$ cat src/rtl/output_glitch_filter.sv
// Synchronises the hazard-prone output of a gate network and accepts a new
// level only once it has held for STABLE_CYCLES cycles; counts edges and glitches.
module output_glitch_filter #(
  parameter int unsigned STABLE_CYCLES = 4,
  parameter int unsigned CNT_W         = 8
) (
  input  logic             clk,
  input  logic             rst,
  input  logic             o_in,
  input  logic             clr,
  output logic             o_filt,
  output logic             o_rise,
  output logic             o_fall,
  output logic             busy,
  output logic [CNT_W-1:0] rise_cnt,
  output logic [CNT_W-1:0] fall_cnt,
  output logic [CNT_W-1:0] glitch_cnt
);

  localparam int unsigned     RUN_W     = $clog2(STABLE_CYCLES + 1);
  localparam logic [RUN_W-1:0] RUN_LAST = RUN_W'(STABLE_CYCLES - 1);
  localparam bit               IMMEDIATE = (STABLE_CYCLES == 1);

  typedef enum logic {
    ST_IDLE = 1'b0,
    ST_PEND = 1'b1
  } state_e;

  logic             q1_q, s_q;
  state_e           state_q;
  logic [RUN_W-1:0] run_cnt_q;
  logic             o_filt_q, rise_q, fall_q, busy_q;
  logic [CNT_W-1:0] rise_cnt_q, fall_cnt_q, glitch_cnt_q;
  logic [CNT_W-1:0] rise_cnt_d, fall_cnt_d, glitch_cnt_d;

  logic differ, qualified, glitch, accept_rise, accept_fall;

  function automatic logic [CNT_W-1:0] sat_inc(input logic [CNT_W-1:0] v);
    return (&v) ? v : v + CNT_W'(1);
  endfunction

  // Two-flop synchroniser; only s_q is allowed to feed the rest of the design.
  // NOTE: sequential state uses non-blocking assignments so every flop samples
  // pre-edge values; a blocking q1 would collapse the two stages into one.
  always_ff @(posedge clk or posedge rst) begin
    if (rst) begin
      q1_q <= 1'b0;
      s_q  <= 1'b0;
    end else begin
      q1_q <= o_in;
      s_q  <= q1_q;
    end
  end

  // Decode this cycle's outcome; a reversal in PEND wins over the final count.
  // NOTE: every always_comb output gets a default first so no path can infer a latch.
  always_comb begin
    differ    = s_q ^ o_filt_q;
    qualified = 1'b0;
    glitch    = 1'b0;
    if (state_q == ST_IDLE) begin
      qualified = differ && IMMEDIATE;
    end else begin
      glitch    = !differ;
      qualified = differ && (run_cnt_q == RUN_LAST);
    end
    accept_rise = qualified && s_q;
    accept_fall = qualified && !s_q;
  end

  always_ff @(posedge clk or posedge rst) begin
    if (rst) begin
      state_q   <= ST_IDLE;
      run_cnt_q <= '0;
      o_filt_q  <= 1'b0;
      rise_q    <= 1'b0;
      fall_q    <= 1'b0;
      busy_q    <= 1'b0;
    end else begin
      rise_q <= accept_rise;
      fall_q <= accept_fall;
      if (qualified) begin
        o_filt_q <= s_q;
      end
      case (state_q)
        ST_IDLE: begin
          if (differ && !IMMEDIATE) begin
            state_q   <= ST_PEND;
            run_cnt_q <= RUN_W'(1);
            busy_q    <= 1'b1;
          end
        end
        ST_PEND: begin
          if (glitch || qualified) begin
            state_q   <= ST_IDLE;
            run_cnt_q <= '0;
            busy_q    <= 1'b0;
          end else begin
            run_cnt_q <= run_cnt_q + RUN_W'(1);
          end
        end
        default: begin
          state_q   <= ST_IDLE;
          run_cnt_q <= '0;
          busy_q    <= 1'b0;
        end
      endcase
    end
  end

  // Counters saturate; clr overrides any increment landing on the same edge.
  always_comb begin
    rise_cnt_d   = rise_cnt_q;
    fall_cnt_d   = fall_cnt_q;
    glitch_cnt_d = glitch_cnt_q;
    if (clr) begin
      rise_cnt_d   = '0;
      fall_cnt_d   = '0;
      glitch_cnt_d = '0;
    end else begin
      if (accept_rise) rise_cnt_d   = sat_inc(rise_cnt_q);
      if (accept_fall) fall_cnt_d   = sat_inc(fall_cnt_q);
      if (glitch)      glitch_cnt_d = sat_inc(glitch_cnt_q);
    end
  end

  always_ff @(posedge clk or posedge rst) begin
    if (rst) begin
      rise_cnt_q   <= '0;
      fall_cnt_q   <= '0;
      glitch_cnt_q <= '0;
    end else begin
      rise_cnt_q   <= rise_cnt_d;
      fall_cnt_q   <= fall_cnt_d;
      glitch_cnt_q <= glitch_cnt_d;
    end
  end

  assign o_filt     = o_filt_q;
  assign o_rise     = rise_q;
  assign o_fall     = fall_q;
  assign busy       = busy_q;
  assign rise_cnt   = rise_cnt_q;
  assign fall_cnt   = fall_cnt_q;
  assign glitch_cnt = glitch_cnt_q;

endmodule
$ cat config.mk
export PLATFORM = sky130hd
export DESIGN_NAME = output_glitch_filter
export DESIGN_NICKNAME = d
export VERILOG_FILES = /design/src/rtl/output_glitch_filter.sv
export SDC_FILE = /design/constraint.sdc
export NUM_CORES = 1
export LEC_CHECK = 0
export BUFFER_PORTS_ARGS = -buffer_cell sky130_fd_sc_hd__buf_2
export CAP_MARGIN = 20
export CORE_ASPECT_RATIO = 2
export CORE_UTILIZATION = 28
export CTS_BUF_LIST = sky130_fd_sc_hd__clkbuf_16
export DETAILED_ROUTE_END_ITERATION = 6
export SLEW_MARGIN = 20
export SYNTH_ARGS = -nofsm -noshare
export SYNTH_HDL_FRONTEND = slang
export SYNTH_SLANG_ARGS = --single-unit
$ cat constraint.sdc
create_clock -name clk -period 2.6 [get_ports clk]
set_clock_uncertainty 0.2 [all_clocks]
set_input_delay 0.26 -clock clk [delete_from_list [all_inputs] [get_ports clk]]
set_output_delay 0.26 -clock clk [all_outputs]
set_load 0.03 [all_outputs]
; Word-level counts from Yosys, hierarchy flattened
; Index checks and enable logic that the tools add are counted.
; Widths: inputs -> output; s select.
[word_totals]
reg_bits = 34
inputBits = 4
out_inout_bits = 28
elab_cells = 59
[classes]
addsub = 4
eq_ne = 6
mux = 20
n_bitwise = 2
reduce_logical = 16
[ops]
columns = cell, count
row1 = $mux 8, 9
row2 = $add 8x1->8 const B, 3
row3 = $reduce_and 8->1, 3
row4 = $ne 2x2->1 const B, 4
row5 = $reduce_and 2->1, 4
row6 = $mux 1, 6
row7 = $mux 3, 2
row8 = $pmux 3 s2, 1
row9 = $reduce_bool 2->1, 3
row10 = $pmux 1 s2, 2
row11 = $add 3x1->3 const B, 1
row12 = $eq 3x2->1 const B, 1
row13 = $logic_and 1x1->1, 3
row14 = $logic_not 1->1, 2
row15 = $ne 2x1->1 const B, 1
row16 = $logic_or 1x1->1, 1
row17 = $not 1->1, 1
row18 = $xor 1x1->1, 1

; Logic depth before layout (Yosys ltp)
; Gate-level depths: netlist of run 1.
[logic_depth]
word_depth = 6
ltp_mapped = 7
depth_no_buf = 7

; Least setup slack after synthesis of run 1
; Ideal clock, no wire load.
[synth_timing]
kind = register to register
startpoint = register glitch_cnt_q[0], in the netlist glitch_cnt[0]
endpoint = register glitch_cnt_q[5], in the netlist glitch_cnt[5]
setup_ns = 0.078
arrival_time_ns = 1.669
required_time_ns = 2.322
setup_slack_ns = 0.653
stages_incl_launch_ff = 6
n_path_buf = 0
period_less_slack_ns = 1.947
cell_sequence = dfrtp_1 ha_1 nand3_1 o211ai_4 or4_1 a21oi_1
[synth_between]
elab_chain_cells = 4
word_cells_on_any_way = 7
classes_between = add/sub: 1 / eq/ne: 1 / mux: 3 / reduce/logical: 2
[synth_rtl]
columns = item, line_no
row1 = start: declaration, 33  ; logic [CNT_W-1:0] rise_cnt_q, fall_cnt_q, glitch_cnt_q;
row2 = start signal: assignment, 135  ; glitch_cnt_q <= glitch_cnt_d;
row3 = $add 8x1->8, 39  ; return (&v) ? v : v + CNT_W'(1);
row4 = $mux 8, 39
row5 = $mux 8, 123  ; if (glitch) glitch_cnt_d = sat_inc(glitch_cnt_q);
row6 = $mux 8, 116  ; if (clr) begin
; Several ways; a longest one is shown, not always the timed one. The select of a mux whose other input is x is not followed.
; A chain may end at the register's enable or synchronous reset.

; Worst setup path after layout of run 1
[layout_timing]
startpoint = register run_cnt_q[0]
endpoint = register fall_cnt_q[5], in the netlist fall_cnt[5]
[layout_between]
elab_chain_cells = 6
[layout_rtl]
columns = item, line_no
row1 = start: declaration, 31  ; logic [RUN_W-1:0] run_cnt_q;
row2 = start signal: assignment, 99  ; run_cnt_q <= run_cnt_q + RUN_W'(1);
row3 = $eq 3x2->1, 65  ; qualified = differ && (run_cnt_q == RUN_LAST);
row4 = $logic_and 1x1->1, 65
row5 = $mux 1, 61  ; if (state_q == ST_IDLE) begin
row6 = $logic_and 1x1->1, 68  ; accept_fall = qualified && !s_q;
row7 = $reduce_bool 2->1 (no line), --
row8 = $reduce_and 2->1 (no line), --
row9 = end signal: assignment, 134  ; fall_cnt_q <= fall_cnt_d;
row10 = end: declaration, 33
; No other way between the ends.

==> impl_results.md, run 1 <==
- Outcome: finished, violations left
- Failing checks: DRC
- Total GRT Usage: 12.91%
- Initial antenna violation count: 0
- DR vias: 1,345
- Worst Path Class, Setup: reg -> reg
- P_leak: 1.006 nW
- Total wire length: approximately 3600 um
- Placed wire-length estimate: 2607 um
- Post-synth cell types: 36
- PortBufs: 31
- CTS tree: yes
- R2R cell count: 6
- Fin area: 2068 um^2
- WP data arrival: 2.09 ns
- Reg2reg end: fall_cnt[5]$_DFFE_PP0P_
- Crit Path Max Fanout: 7
- GRT overflow: 0
- Vias per cell: 5.173
- Leading area contributor after synthesis: dfrtp_1
- Die area: 6361 um^2
- Chip width: 56.90 um
- Max H-tree Level: 2
- Worst-Skew Late Latency: approximately 0.28 ns
- Final Max Tran Viols: 0
- Final min period: roughly 2.1 ns
- Clock buffer depth: 2
- Critical Path Sink: fall_cnt[5]$_DFFE_PP0P_
- Critical Path Source: run_cnt_q[0]$_DFFE_PP0P_
- Max-Cap Viols: 0
- Routed Antenna Nets: 0
- Crit. End Element: flop
- Reg-to-reg critical path startpoint: run_cnt_q[0]$_DFFE_PP0P_
- Setup TNS: 0 ns
- Share of the synthesized area in the top cell type: 50.41%
- Fin crit share: 80.55%
- Pwr dens: 749.2 nW/um^2
- Async S/R FF share, synth: 100.0%
- Site row count: 39
- Seq/Total Area, Yosys: 50.41%
- Drt initial violations: 40
- Hold Crit Depth: 0
- Root Buffer: clkbuf_16
- # clock sinks: 34
- First-pass GRT wire length: 6389 um
- Syn Inst Count: 162
- Wire per inst: 13.69 um
- Largest net degree at the start of global routing: 35
- Layout cells sized above 1: between 20% and 30%
- Ports: 32
- Residual DRC: 6
- Core ar.: 5758 um^2
- Top_reg_cell synth: dfrtp_1
- Post-synth EDFFs: 0
- Ranking of synthesized cells by area: dfrtp_1 (50%), xor2_1 (5.2%), nor2_1 (3.8%)
- Flops & latches, synth: 34
- Post-placement cell count: 250
- Worst Setup Start Kind: flop
- Fmax: 0.4775 GHz
- Unrepaired setup endpoints after global routing: false
- Slew headroom: between 60% and 70%
- Post-synth net total: approximately 170
- Final Hold Viols: 0
- NumNets Final: 207
- Maximum ir drop on the vdd rail: 0.0002688 V
- Synth Cell Area: 1688 um^2
- DRT Pass-1 Iters: 6
- WP data required: between 2 and 3 ns
- Finished Layout Cells: 260
- Antenna diodes: 0
- R2r setup slk: 0.51 ns
- Syn avg cell area: 10.42 um^2
- Initial Util: 29.31%
- P&R area growth vs syn: 22.53%
- Fillers: 608
- Die outline height: 111.8 um
- Instance area after placement: ~1900 um^2
- Num CTS Buffers: 5
- Final setup violation count: 0
- Syn. warnings: 0
- Final Wtd Congestion: 0.7275
- Slew @ Worst Pin: 0.4944 ns
- Hold Path Class: reg -> reg
- Reg clk slew, reported paths: 0.05 ns
- Vias in the first global route: 1,394
[sequential cells by signal (all words and copies together) (netlist names)]
name	flops
fall_cnt	8
glitch_cnt	8
rise_cnt	8
run_cnt_q	3
busy	1
o_fall	1
o_filt	1
o_rise	1
q1_q	1
s_q	1
state_q	1
[critical path, stage by stage (launching register included)]
cell and delay (ns):
dfrtp_1 0.37, ha_1 0.16, ha_1 0.27, and4b_1 0.37
o21ai_2 0.13, or3_1 0.36, a21oi_1 0.15
[cell families after synthesis]
logic type	share of synthesized area [%]
simple gates	19.87
flops	50.41
compound gates	12.75
buf+inv	2.816
xor+xnor	6.820
mux	3.632
fa+ha+maj	3.706
[worst min-delay path by stage]
stage	to	startpoint	slack, ns
6_report	s_q$_DFF_PP0_	q1_q$_DFF_PP0_	0.15
3_3_place_gp	s_q$_DFF_PP0_	q1_q$_DFF_PP0_	0.13
2_1_floorplan	q1_q$_DFF_PP0_	o_in	0.09
4_1_cts	s_q$_DFF_PP0_	q1_q$_DFF_PP0_	0.15
5_1_grt	s_q$_DFF_PP0_	q1_q$_DFF_PP0_	0.16
3_5_place_dp	s_q$_DFF_PP0_	q1_q$_DFF_PP0_	0.13
[Yosys cell counts, types with 3 or more instances]
| cell | number |
|---|---|
| o21ai_1 | 3 |
| dfrtp_1 | 34 |
| nor2_1 | 17 |
| o211ai_1 | 5 |
| or4_1 | 4 |
| or3_1 | 3 |
| mux2i_1 | 5 |
| a21oi_1 | 8 |
| ha_1 | 5 |
| nand4_1 | 6 |
| inv_1 | 6 |
| and3_1 | 3 |
| nand3_1 | 7 |
| clkbuf_1 | 3 |
| nand2_1 | 9 |
| o21ai_0 | 6 |
| xor2_1 | 10 |
| o31ai_1 | 3 |
| nor2b_1 | 3 |
[placed cells by master, fill, tap and decap left out, types with 3 or more instances in the layout]
| cell | synthesis | final |
|---|---|---|
| dfrtp_1 | 34 | 34 |
| buf_2 | 1 | 31 |
| nor2_1 | 17 | 17 |
| xor2_1 | 10 | 10 |
| nand2_1 | 9 | 9 |
| a21oi_1 | 8 | 8 |
| nand3_1 | 7 | 7 |
| nand4_1 | 6 | 6 |
| inv_1 | 6 | 6 |
| o21ai_0 | 6 | 6 |
| o211ai_1 | 5 | 5 |
| mux2i_1 | 5 | 5 |
| ha_1 | 5 | 5 |
| clkbuf_16 | 0 | 5 |
| or4_1 | 4 | 4 |
| and3_1 | 3 | 3 |
| o21ai_1 | 3 | 3 |
| or3_1 | 3 | 3 |
| o31ai_1 | 3 | 3 |
| nor2b_1 | 3 | 3 |
[layout make-up]
class / count / area [um^2] / share of cell area, %
Timing Repair Buffer: 34 / 182.7 / 8.832
Clock inverter: 3 / 16.27 / 0.7865
Sequential cell: 34 / 850.8 / 41.14
Inverter: 7 / 27.53 / 1.331
Multi-Input combinational cell: 116 / 789.5 / 38.17
Clock buffer: 5 / 125.1 / 6.050
Tap cell: 61 / 76.32 / 3.690
[per-stage QoR]
stage	total power, mW	hold slack, ns	utilization (%)	setup slack (ns)
global placement	0.9865	0.1346	33.12	0.5635
detailed placement	0.9970	0.1347	33.12	0.5081
floorplan	0.9111	0.09143	-	0.6534
finish	1.550	0.1456	35.92	0.5056
CTS	1.575	0.1473	35.92	0.4991
global route	1.644	0.1566	35.92	0.3023
[repair_timing]
action / 4_1_cts / 5_1_grt
hold endpoints to repair: 35 / 0
endpoints found under the setup margin: 0 / 0
buffers inserted: 0 / 0
hold buffers: 2 / 0
resized for setup: 0 / 0
[where the power goes]
| part | internal [mW] | switching (mW) | total, mW |
|---|---|---|---|
| combinational | 0.122 | 0.195 | 0.317 |
| sequential | 0.585 | 0.0817 | 0.666 |
| clock | 0.349 | 0.217 | 0.566 |
[layer usage]
metal  vias to the layer above  track usage, %  routed length [um]
met4                         0           6.829                  83
met3                         6           2.323                  83
met1                       657           13.30                1371
met5                         -               0                   0
li1                        661               -                   -
met2                        21           23.76                2022
Note: power is estimated with default switching activity, not from simulation.
==> inputs of run 2 (changes only) <==
- clock period: 2.6 -> 1.73 ns (I/O delays scaled with it)
==> run 2 against run 1 <==
  * The run ends with DRC, setup timing left
  * Critical endpoint is now rise_cnt[5]$_DFFE_PP0P_
  * Core utilization increased by 5.3 points
  * Final cell count up 10%
  * Sequential power rose by 47%
==> impl_results.md, run 2 (synthesized netlist as in run 1, its figures left out) <==
- Placed wire-length estimate: 2796 um (+7.2%)
- Site row count: 39 (unchanged)
- Met1 global-route usage: 13.47% (+0.16 points)
- Grt peak-use layer: met2
- Max-Cap Viols: 0 (unchanged)
- Final Wtd Congestion: 0.7678 (+5.5%)
- Final Hold Viols: 0 (unchanged)
- Worst Setup Start Kind: flop
- Num CTS Buffers: 5 (unchanged)
- Final worst slack: -0.1337 ns (-0.6393 ns)
- Internal cell power: 1.750 mW (+66%)
- Final setup violation count: 8 (+8)
- Crit-path cells: ha_2 > ha_4 > nand4b_4 > clkinv_4 > o21ai_4 > or4_1 > a21oi_1
- Storage element area: 862.1 um^2 (+1.3%)
- Post-placement cell count: 271 (+8.4%)
- Final Max Tran Viols: 0 (unchanged)
- Clock power frac: 32.9% (-3.6 points)
- Hold Crit Depth: 0 (unchanged)
- GR Layer Usage met2: 24.31% (+0.55 points)
- Core ar.: 5758 um^2 (unchanged)
- Reg clk slew, reported paths: 0.06 ns (about the same)
- Fmax: 0.5366 GHz (+12%)
- NumNets Final: 234 (+13%)
- P_leak: 1.134 nW (+13%)
- CTS tree: yes
- Part of the power in registers: 38.3% (-4.7 points)
- Final min period: 1.864 ns (-0.2307 ns)
- Root Buffer: clkbuf_16
- Slew headroom: 71.40% (+4.4 points)
- WP data arrival: 1.87 ns (-0.22 ns)
- GRT overflow: 0 (unchanged)
- # clock sinks: 34 (unchanged)
- Hold Path Class: reg -> reg
- R2r setup slk: -0.13 ns (-0.64 ns)
- P&R area growth vs syn: 40.77%
- Total wire length: 3869 um (+8.7%)
- Combinational fraction of design power: 28.8% (+8.3 points)
- WP data required: 1.74 ns (-0.86 ns)
- Chip width: 56.90 um (unchanged)
- Multi-input logic area: 865.8 um^2 (+9.7%)
- Switching share of power: 31.55% (-0.29 points)
- Setup TNS: -0.4395 ns (-0.4395 ns)
- Vias in the first global route: 1,450 (+4.0%)
- Worst Path Class, Setup: reg -> reg
- Fillers: 575 (-5.4%)
- Routed Antenna Nets: 0 (unchanged)
- Pwr dens: 1076 nW/um^2 (+44%)
- Crit. End Element: flop
- Commonest cells after routing, fill and taps aside: buf_2 (31), dfrtp_1 (25), buf_4 (23), nor2_1 (17), xor2_1 (10)
- Die area: 6361 um^2 (unchanged)
- DRT Pass-1 Iters: 6 (unchanged)
- Ports: 32 (unchanged)
- Total GRT Usage: 13.27% (+0.36 points)
- Fin crit share: 107.7% (+27 points)
- Switching power of the nets: 0.8065 mW (+63%)
- Utilization after layout: 41.26% (+5.3 points)
- Commonest non-fill, non-tap cell in the layout: buf_2
- Failing checks: DRC, setup timing
- Reg-to-reg critical path startpoint: run_cnt_q[1]$_DFFE_PP0P_
- Max H-tree Level: 2 (unchanged)
- Initial Util: 29.31% (unchanged)
- Worst slack, placed: -0.1478 ns (-0.6560 ns)
- Slowest-stage cell, CP: or4_1
- Maximum ir drop on the vdd rail: 0.0004954 V (+84%)
- Finished Layout Cells: 287 (+10%)
- Outcome: finished, violations left
- First-pass GRT wire length: 6582 um (+3.0%)
- Crit Path Max Fanout: 5 (-2)
- Vias per cell: 5.139 (-0.65%)
- Initial antenna violation count: 0 (unchanged)
- Largest net degree at the start of global routing: 35 (unchanged)
- Antenna diodes: 0 (unchanged)
- Die outline height: 111.8 um (unchanged)
- Slew @ Worst Pin: 0.4290 ns (-0.06535 ns)
- Residual DRC: 6 (unchanged)
- Layout cells sized above 1: 38.50% (+15 points)
- R2R cell count: 7 (+1)
- Hold Crit Start: q1_q$_DFF_PP0_
- Drt initial violations: 29 (-28%)
- Worst-Skew Late Latency: 0.28 ns (about the same)
- Reg2reg end: rise_cnt[5]$_DFFE_PP0P_
- Unrepaired setup endpoints after global routing: true
- WHS Endpoint: s_q$_DFF_PP0_
- Slowest Stage Delay on Critical Path: 0.47 ns (+0.10 ns)
- GR Util met3: 2.671% (+0.35 points)
- Wire per inst: 13.48 um (-1.5%)
- DR vias: 1,475 (+9.7%)
- Clock buffer depth: 2 (unchanged)
- PortBufs: 31 (unchanged)
## run 2: how the worst max path moves through the flow
stage / from / to / depth (start not counted)
2_1_floorplan: run_cnt_q[0]$_DFFE_PP0P_ / rise_cnt[5]$_DFFE_PP0P_ / 7
3_3_place_gp: run_cnt_q[1]$_DFFE_PP0P_ / rise_cnt[5]$_DFFE_PP0P_ / 7
3_5_place_dp: run_cnt_q[0]$_DFFE_PP0P_ / rise_cnt[5]$_DFFE_PP0P_ / 7
4_1_cts: run_cnt_q[0]$_DFFE_PP0P_ / rise_cnt[5]$_DFFE_PP0P_ / 7
5_1_grt: run_cnt_q[0]$_DFFE_PP0P_ / rise_cnt[7]$_DFFE_PP0P_ / 6
6_report: run_cnt_q[1]$_DFFE_PP0P_ / rise_cnt[5]$_DFFE_PP0P_ / 7
## run 2: area by class of cell
| class | instances | area share, % |
|---|---|---|
| Clock buffer | 5 | 5.266 |
| Clock inverter | 3 | 0.5266 |
| Inverter | 7 | 1.316 |
| Tap cell | 61 | 3.212 |
| Timing Repair Buffer | 61 | 16.96 |
| Multi-Input combinational cell | 116 | 36.44 |
| Sequential cell | 34 | 36.28 |
## run 2: power groups by stage
stage	Combinational, mW	Clock, mW	Sequential (mW)
after floorplan	0.341	0	1.08
after global placement	0.686	0	0.987
after detailed placement	0.696	0	0.992
after CTS	0.710	0.859	0.979
after global routing	0.796	0.896	0.992
final	0.736	0.840	0.979
## run 2: repair_timing
item                       CTS  global route
resized for setup            3             5
hold endpoints to repair    39             0
setup buffers                2             3
hold buffers                 3             0
pin swaps                    8            15
setup endpoints to repair   13            20
## run 2: routing by layer
metal  up-vias  wire, um
li1        713         -
met5         -         0
met1       727      1530
met2        27      2100
met3         8       133
met4         0       105
## run 2: critical path: cells and delay by family (launching register included)
family          cells  cell delay, ns
compound gates      2            0.19
fa+ha+maj           2            0.35
buf+inv             1            0.08
flops               1            0.36
simple gates        2            0.60
## run 2: through the flow
| step | cell area (um^2) | hold WS (ns) | total power, mW |
|---|---|---|---|
| floorplan | 1767 | 0.004430 | 1.420 |
| global placement | 2137 | 0.08624 | 1.673 |
| detailed placement | 2137 | 0.08513 | 1.688 |
| CTS | 2330 | 0.1511 | 2.548 |
| global route | 2376 | 0.1629 | 2.683 |
| finish | 2376 | 0.1498 | 2.556 |
==> inputs of run 3 (changes only) <==
- CORE_ASPECT_RATIO: 2 -> 1.1
- SKIP_LAST_GASP: unset -> 1
==> run 3 against run 2 <==
  * The flow finishes with violations (setup timing)
  * Global-route usage is essentially flat
  * Setup slack gained 0.018 ns
  * Via count shrank 0.14%
  * Critical endpoint unchanged
  * Highest routed layer unchanged
==> impl_results.md, run 3 (synthesized netlist as in run 1, its figures left out) <==
- Reg clk slew, reported paths: 0.05 ns (about the same)
- Storage element area: 862.1 um^2 (unchanged)
- Site row count: 29 (-26%)
- Clock power frac: 32.8% (about the same)
- Hold Path Class: in -> reg
- Initial antenna violation count: 0 (unchanged)
- Antenna diodes: 0 (unchanged)
- Placed wire-length estimate: 2719 um (-2.8%)
- Commonest non-fill, non-tap cell in the layout: buf_4
- Reg-to-reg critical path startpoint: run_cnt_q[0]$_DFFE_PP0P_
- P_leak: 1.169 nW (+3.1%)
- Root Buffer: clkbuf_16
- Clock buffer depth: 2 (unchanged)
- Ports: 32 (unchanged)
- Final Hold Viols: 0 (unchanged)
- WHS Endpoint: rise_cnt[5]$_DFFE_PP0P_
- Vias per cell: 4.706 (-8.4%)
- Buf/Inv on CP: 1 (unchanged)
- Pwr dens: 1051 nW/um^2 (-2.3%)
- Slowest Stage Delay on Critical Path: 0.46 ns (about the same)
- Initial Util: 29.07% (-0.24 points)
- R2R cell count: 7 (unchanged)
- # clock sinks: 34 (unchanged)
- Drt initial violations: 28 (-3.4%)
- Crit. End Element: flop
- NumNets Final: 244 (+4.3%)
- Fin area: 2455 um^2 (+3.3%)
- Combinational fraction of design power: 29.2% (+0.4 points)
- Commonest cells after routing, fill and taps aside: buf_4 (36), buf_2 (31), dfrtp_1 (25), nor2_1 (17), xor2_1 (10)
- Max-Cap Viols: 0 (unchanged)
- Layout cells sized above 1: 41.95% (+3.5 points)
- WP data arrival: 1.85 ns (-0.02 ns)
- Fmax: 0.5418 GHz (+0.97%)
- Final worst slack: -0.1159 ns (+0.01784 ns)
- CTS tree: yes
- Chip width: 76.03 um (+34%)
- Failing checks: setup timing
- Cell family with most CP delay: simple AND/OR/NAND/NOR gates
- Outcome: finished, violations left
- Routed Antenna Nets: 0 (unchanged)
- Total GRT Usage: 13.31% (+0.046 points)
- Hold_ws: 0.03293 ns (-0.1168 ns)
- Worst Path Class, Setup: reg -> reg
- Final Max Tran Viols: 0 (unchanged)
- Final Wtd Congestion: 0.8064 (+5.0%)
- DRT Pass-1 Iters: 4 (-2)
- P&R area growth vs syn: 45.44%
- Worst-Skew Late Latency: 0.28 ns (about the same)
- Slew headroom: 69.58% (-1.8 points)
- WP data required: 1.74 ns (about the same)
- Part of the power in registers: 38.0% (-0.3 points)
- Slowest-stage cell, CP: or4_1
- Fillers: 583 (+1.4%)
- Residual DRC: 0 (-6)
- Final min period: 1.846 ns (-0.01784 ns)
- Crit Path Max Fanout: 5 (unchanged)
- Die outline height: 83.43 um (-25%)
- Wire per inst: 12.48 um (-7.4%)
- R2r setup slk: -0.12 ns (+0.02 ns)
- Vias in the first global route: 1,431 (-1.3%)
- Crit-path cells: ha_2 > ha_4 > nand4b_4 > clkinv_4 > o21ai_4 > or4_1 > a21oi_1
- Largest net degree at the start of global routing: 35 (unchanged)
- Switching power of the nets: 0.8148 mW (+1.0%)
- Slew @ Worst Pin: 0.4563 ns (+0.02721 ns)
- Hold Crit Depth: 2 (+2)
- PortBufs: 31 (unchanged)
- Internal cell power: 1.765 mW (+0.87%)
- Die area: 6343 um^2 (-0.29%)
- Total wire length: 3907 um (+0.98%)
- First-pass GRT wire length: 6644 um (+0.94%)
- Core ar.: 5806 um^2 (+0.83%)
- Instance area after placement: 2217 um^2 (+3.7%)
- Reg2reg end: rise_cnt[5]$_DFFE_PP0P_
- Multi-input logic area: 859.6 um^2 (-0.72%)
- Hold Crit Start: clr
- DR vias: 1,473 (-0.14%)
- Max H-tree Level: 2 (unchanged)
- Unrepaired setup endpoints after global routing: true
- Maximum ir drop on the vdd rail: 0.0005660 V (+14%)
- Switching share of power: 31.58% (+0.034 points)
- Worst Setup Start Kind: flop
- Num CTS Buffers: 5 (unchanged)
- Fin crit share: 106.7% (-1.0 points)
- GRT overflow: 0 (unchanged)
- Final setup violation count: 10 (+2)
-- run 3: stage by stage --
stage / setup TNS [ns] / worst slack, ns / cells / util, % / power [mW]
floorplan: -0.3366 / -0.1018 / 162 / - / 1.420
global placement: -0.3668 / -0.06944 / 295 / 38.19 / 1.674
detailed placement: -0.6559 / -0.1092 / 295 / 38.19 / 1.690
CTS: -0.6092 / -0.1179 / 307 / 41.40 / 2.574
global route: -2.042 / -0.1909 / 313 / 42.28 / 2.722
finish: -0.5101 / -0.1159 / 313 / 42.28 / 2.580
-- run 3: per-layer routing --
layer | part of all wire, % | GRT usage [%] | up-vias | wire, um
met3 | 4.0 | 3.516 | 6 | 157
met4 | 1.6 | 4.720 | 0 | 62
li1 | - | - | 729 | -
met2 | 50 | 22.89 | 28 | 1971
met5 | 0 | 0 | - | 0
met1 | 44 | 15.97 | 710 | 1715
-- run 3: final cells by class --
cell class                 instances  share of cell area [%]
clock buffer                       5                   5.097
clock inverter                     3                  0.5097
inverter                           7                   1.274
multi-input combinational        116                   35.02
sequential                        34                   35.12
tap                               77                   3.925
timing repair buffer              71                   19.06
-- run 3: power groups by stage --
stage | logic, mW | registers [mW] | clock network, mW
final | 0.753 | 0.980 | 0.847
after global routing | 0.828 | 0.992 | 0.902
after CTS | 0.728 | 0.980 | 0.866
after detailed placement | 0.697 | 0.993 | 0
after global placement | 0.686 | 0.988 | 0
after floorplan | 0.341 | 1.08 | 0
-- run 3: worst register-to-register path, delay by kind of cell, from the launching register on --
family	cells	cell delay (ns)
and+or+nand+nor	2	0.59
AOI/OAI and AO/OA	2	0.19
buffers and inverters	1	0.08
DFF	1	0.35
adders and majority gates	2	0.36
-- run 3: worst max-delay path by stage --
stage | from | endpoint | slack [ns] | depth (start not counted)
detailed placement | run_cnt_q[0]$_DFFE_PP0P_ | rise_cnt[5]$_DFFE_PP0P_ | -0.11 | 7
CTS | run_cnt_q[1]$_DFFE_PP0P_ | rise_cnt[5]$_DFFE_PP0P_ | -0.12 | 7
floorplan | run_cnt_q[0]$_DFFE_PP0P_ | rise_cnt[5]$_DFFE_PP0P_ | -0.10 | 7
finish | run_cnt_q[0]$_DFFE_PP0P_ | rise_cnt[5]$_DFFE_PP0P_ | -0.12 | 7
global placement | run_cnt_q[1]$_DFFE_PP0P_ | rise_cnt[5]$_DFFE_PP0P_ | -0.07 | 7
global route | run_cnt_q[0]$_DFFE_PP0P_ | rise_cnt[5]$_DFFE_PP0P_ | -0.19 | 7
-- run 3: timing repair --
item                                    in CTS  in global routing
pin swaps                                    8                 11
hold buffers                                 2                  0
gates cloned                                 0                  0
gates resized for setup                      5                  1
endpoints found under the setup margin      13                 20
setup buffers                                2                  6
hold endpoints to repair                    35                  0
